==> src/rtl/reply_sender.sv <==
// reply_sender: frames reply requests and error reports into bytes for the proto245 TX FIFO.
// Define REPLY_CHECKSUM_EN to append an XOR checksum byte (6-byte frames instead of 5).
module reply_sender #(
  parameter int         DATA_W         = 8,
  parameter int         TX_FIFO_LOAD_W = 10,
  parameter int         TX_FIFO_SIZE   = 512,
  parameter logic [7:0] ERR_OPCODE     = 8'hEE
) (
  input  logic                      clk,
  input  logic                      rst_n,
  input  logic                      req_valid,
  output logic                      req_ready,
  input  logic [7:0]                req_opcode,
  input  logic [31:0]               req_payload,
  input  logic                      err_pulse,
  output logic                      busy,
  output logic [31:0]               err_count,
  input  logic [TX_FIFO_LOAD_W-1:0] txfifo_load,
  input  logic                      txfifo_full,
  output logic                      txfifo_wr,
  output logic [DATA_W-1:0]         txfifo_data
);

`ifdef REPLY_CHECKSUM_EN
  localparam int FRAME_LEN = 6;
`else
  localparam int FRAME_LEN = 5;
`endif

  localparam logic [TX_FIFO_LOAD_W:0] SPACE_LIMIT = (TX_FIFO_LOAD_W+1)'(TX_FIFO_SIZE - FRAME_LEN);
  localparam logic [2:0]              LAST_IDX    = 3'(FRAME_LEN - 1);

  typedef enum logic [1:0] {IDLE, WAIT, SEND} state_t;

  state_t            state;
  logic              run;
  logic              err_pending;
  logic              err_latch;
  logic [7:0]        opcode_q;
  logic [31:0]       payload_q;
  logic [2:0]        idx;
  logic [DATA_W-1:0] cur_byte;

  // An error pulse in the same cycle blocks acceptance so the error frame goes first.
  assign req_ready = run && (state == IDLE) && !err_pending && !err_pulse;
  assign busy      = (state != IDLE);
  assign err_latch = (state == IDLE) && err_pending;

  always_comb begin
    cur_byte = opcode_q;
    case (idx)
      3'd1:    cur_byte = payload_q[31:24];
      3'd2:    cur_byte = payload_q[23:16];
      3'd3:    cur_byte = payload_q[15:8];
      3'd4:    cur_byte = payload_q[7:0];
`ifdef REPLY_CHECKSUM_EN
      3'd5:    cur_byte = opcode_q ^ payload_q[31:24] ^ payload_q[23:16]
                          ^ payload_q[15:8] ^ payload_q[7:0];
`endif
      default: cur_byte = opcode_q;
    endcase
  end

  always_ff @(posedge clk or negedge rst_n) begin
    if (!rst_n) begin
      state       <= IDLE;
      run         <= 1'b0;
      err_pending <= 1'b0;
      err_count   <= '0;
      opcode_q    <= '0;
      payload_q   <= '0;
      idx         <= '0;
      txfifo_wr   <= 1'b0;
      txfifo_data <= '0;
    end else begin
      run       <= 1'b1;
      txfifo_wr <= 1'b0;
      if (err_pulse && (err_count != '1))
        err_count <= err_count + 32'd1;
      // A pulse coinciding with the latch keeps the flag set for a follow-up frame.
      err_pending <= err_pulse || (err_pending && !err_latch);

      case (state)
        IDLE: begin
          if (err_pending) begin
            opcode_q  <= ERR_OPCODE;
            payload_q <= err_count;
            state     <= WAIT;
          end else if (req_valid && req_ready) begin
            opcode_q  <= req_opcode;
            payload_q <= req_payload;
            state     <= WAIT;
          end
        end
        WAIT: begin
          if ({1'b0, txfifo_load} <= SPACE_LIMIT) begin
            idx   <= '0;
            state <= SEND;
          end
        end
        SEND: begin
          if (!txfifo_full) begin
            txfifo_wr   <= 1'b1;
            txfifo_data <= cur_byte;
            if (idx == LAST_IDX)
              state <= IDLE;
            else
              idx <= idx + 3'd1;
          end
        end
        default: state <= IDLE;
      endcase
    end
  end

endmodule

==> config.mk <==
export PLATFORM = sky130hd
export DESIGN_NAME = reply_sender
export DESIGN_NICKNAME = d
export VERILOG_FILES = /design/src/rtl/reply_sender.sv
export SDC_FILE = /design/constraint.sdc
export NUM_CORES = 1
export LEC_CHECK = 0
export ABC_CLOCK_PERIOD_IN_PS = 2300
export CELL_PAD_IN_SITES_DETAIL_PLACEMENT = 1
export CELL_PAD_IN_SITES_GLOBAL_PLACEMENT = 1
export CORE_MARGIN = 1.5
export CORE_UTILIZATION = 40
export CTS_CLUSTER_DIAMETER = 120
export DETAILED_ROUTE_END_ITERATION = 12
export PLACE_DENSITY_LB_ADDON = 0.1
export SLEW_MARGIN = 10
export SYNTH_ARGS = -nofsm -noshare
export SYNTH_HDL_FRONTEND = slang
export SYNTH_SLANG_ARGS = --single-unit
==> constraint.sdc <==
create_clock -name clk -period 2.3 [get_ports clk]
set_input_delay 0.345 -clock clk [delete_from_list [all_inputs] [get_ports clk]]
set_output_delay 0.345 -clock clk [all_outputs]
set_load 0.03 [all_outputs]
==> qor.yml, run 1 <==
floorplan:
  die_area_um2: 11860
  die_w_um: 108.9
  io_pins: 98
  placementRows: 38
  fp.dieH_um: 108.9
  start_util: 0.4122
  coreArea_um2: 10890
synth:
  syn_area_per_cell_um2: 11.90
  synth_flop_cell: "dfrtp_1"
  yosys.cell_count.top_type: "dfrtp_1"
  synthesis.nets: 438
  synth_top_cell_by_area: "dfrtp_1"
  ys_warn_count: 0
  syn_area_um2: 4488
  netlist.area_leader.share: 0.4907
  yosysUniqueCellTypes: 55
  netlist_top_cells_area: "dfrtp_1 (49%), mux2_2 (13%), mux2_4 (3.3%)"
  ys_seq_elements: 88
  synth_seq_area_share: 0.4907
  netlist_instances: 377
  synth.top_cells.by_count: "dfrtp_1 (88), mux2_2 (51), nand2_1 (26)"
  async_reset_ff_frac: 1.000
  synth-edff-count: 0
timing:
  report.final.setup_viol: 0
  slew_violations: 0
  max_freq_ghz: 0.4756
  finalClockSkew_ns: 0.01352
  hold_violations: 0
  finalSetupTns_ns: 0
  rsz0062_at_grt: "no"
  period_minus_slack_ns: 2.103
  setup_ws_ns: 0.1972
  min_period_over_period: 0.9143
clock_tree:
  clock_sinks: 88
  cts_resized: 0
  htree_levels: 3
  cts_buffers: 9
  clock_latency_ns: 0.36
  clk_pin_slew_ns: 0.09
  cts_tree: "built"
  root_buffer: "clkbuf_8"
  cts_buffer_depth: 2
min_path:
  hold_path_class: "in2async"
detailed_routing:
  viasPerCell: 5.347
  drtAntennaViolNets: 0
  vias: 3342
  drtIter0Drc: 104
  drc: 0
  wl_per_cell_um: 18.52
  wirelength_mm: 11.58
  first_pass_iters: 4
grt:
  antenna_found_initial: 0
  grt_max_degree: 57
  grt_pass1_wl_mm: 18.78
  grt_pass1_vias: 3566
  track_usage: 0.2101
  gr-total-overflow: 0
job:
  cap_violations: 0
setup_path:
  critPathRequiredTime_ns: 2.54
  critPathKind: "reg2reg"
  cp_max_fo: 9
  r2r_end: "payload_q[4]$_DFFE_PN0P_"
  rrSetupSlack_ns: 0.20
  reg2reg_from: "state[1]$_DFFE_PN0P_"
  crit_arrival_ns: 2.34
  endpoint_kind: "register"
  cp-start-kind: "register"
  r2r_cells: 7
power_and_ir_drop:
  p_leak_nw: 2.582
  fin_total_pwr_mw: 5.795
  powerDensity_nw_per_um2: 991.9
  vdd_drop_max_mv: 0.4967
place:
  preCtsSetupSlack_ns: 0.05590
  hpwl_mm: 8.638
  port_buffers: 95
  place_congestion: 0.7950
  dp.cells: 609
final_layout:
  nets: 542
  drive_above_1_share: 0.2144
  final_cells: 625
  area_delta_synth_final_pct: 30.16
  num_antenna_cells: 0
run_status:
  status: "completed"
layout make-up:
cell class	count	area, um^2
sequential	88	2202
tap	140	175.2
clock buffer	12	145.1
timing repair buffer	110	1099
multi-input combinational	266	2156
inverter	6	22.52
fill	1159	5046
clock inverter	3	42.54
where the power goes:
part           leakage [nW]  total (mW)  switching, mW  internal [mW]
clock network        0.0925        1.07          0.548          0.526
logic                  1.35        2.48           1.22           1.25
registers              1.14        2.24          0.326           1.92
total                  2.58        5.79           2.10           3.70
how the worst max path moves through the flow:
stage,from,end,slack (ns),cells after the start
2_1_floorplan,state[1]$_DFFE_PN0P_,payload_q[0]$_DFFE_PN0P_,0.05,8
3_3_place_gp,err_pulse,payload_q[3]$_DFFE_PN0P_,0.07,6
3_5_place_dp,err_pulse,payload_q[4]$_DFFE_PN0P_,0.06,6
4_1_cts,state[1]$_DFFE_PN0P_,payload_q[4]$_DFFE_PN0P_,0.19,7
5_1_grt,state[1]$_DFFE_PN0P_,payload_q[1]$_DFFE_PN0P_,0.07,7
6_report,state[1]$_DFFE_PN0P_,payload_q[4]$_DFFE_PN0P_,0.20,7
kinds of logic after synthesis:
family	synth area share
AOI/OAI and AO/OA	0.09730
adders and majority gates	0.01673
other	0.0008356
DFF	0.4907
xor gates and xnor gates	0.05074
muxes	0.1940
and+or+nand+nor	0.1207
buffers and inverters	0.02899
metrics by stage:
stage | hold WS [ns] | cell area, um^2 | util
CTS | 0.4811 | 5842 | 0.5365
finish | 0.4635 | 5842 | 0.5365
global route | 0.5007 | 5842 | 0.5365
detailed placement | 0.3298 | 5644 | 0.5184
global placement | 0.3218 | 5644 | 0.5184
floorplan | 0.04941 | 4488 | -
state kept, by name (all words and copies together) (netlist names):
signal	flops
idx	3
txfifo_wr	1
err_count	32
txfifo_data	8
opcode_q	8
run	1
err_pending	1
state	2
payload_q	32
what timing repair did:
action / 4_1_cts / 5_1_grt
hold endpoints to repair: 32 / 0
endpoints found under the setup margin: 0 / 0
buffers inserted: 0 / 0
hold buffers: 1 / 0
cell usage in the layout (no fill, tap or decap), drive strengths merged, types with 2 or more instances in the layout:
master,n
xor2,13
inv,6
o21ai,23
nand3,13
nor3,6
clkdlybuf4s50,93
nor2,12
and2,4
and3,10
xnor2,13
dfrtp,88
a21oi,7
ha,6
clkbuf,12
nand4,11
o21a,2
a22o,3
buf,16
o22a,6
a31oi,2
nor4,2
and4,2
nand2,26
mux2i,9
nor4b,3
nand2b,2
mux2,66
a22oi,16
routing by layer:
metal | share of wire | global-route usage
met1 | 0.46 | 0.2847
met2 | 0.49 | 0.3469
met3 | 0.039 | 0.03766
met4 | 0.014 | 0.05451
met5 | 0 | 0
worst max-delay path, cell delays in order (launching register included):
cell,delay [ns]
dfrtp_1,0.48
nor2_4,0.21
inv_2,0.08
nor4b_4,0.23
and2_4,0.22
o21a_4,0.22
buf_4,0.19
mux2_2,0.34
Note: power is estimated with default switching activity, not from simulation.
==> inputs of run 2 (changes only) <==
--- a/config.mk
+++ b/config.mk
@@ -17,3 +17,4 @@
 export SYNTH_ARGS = -nofsm -noshare
 export SYNTH_HDL_FRONTEND = slang
 export SYNTH_SLANG_ARGS = --single-unit
+export TNS_END_PERCENT = 1
==> results of run 2 <==
No change in the layout: final DEF, timing and power equal those of run 1.
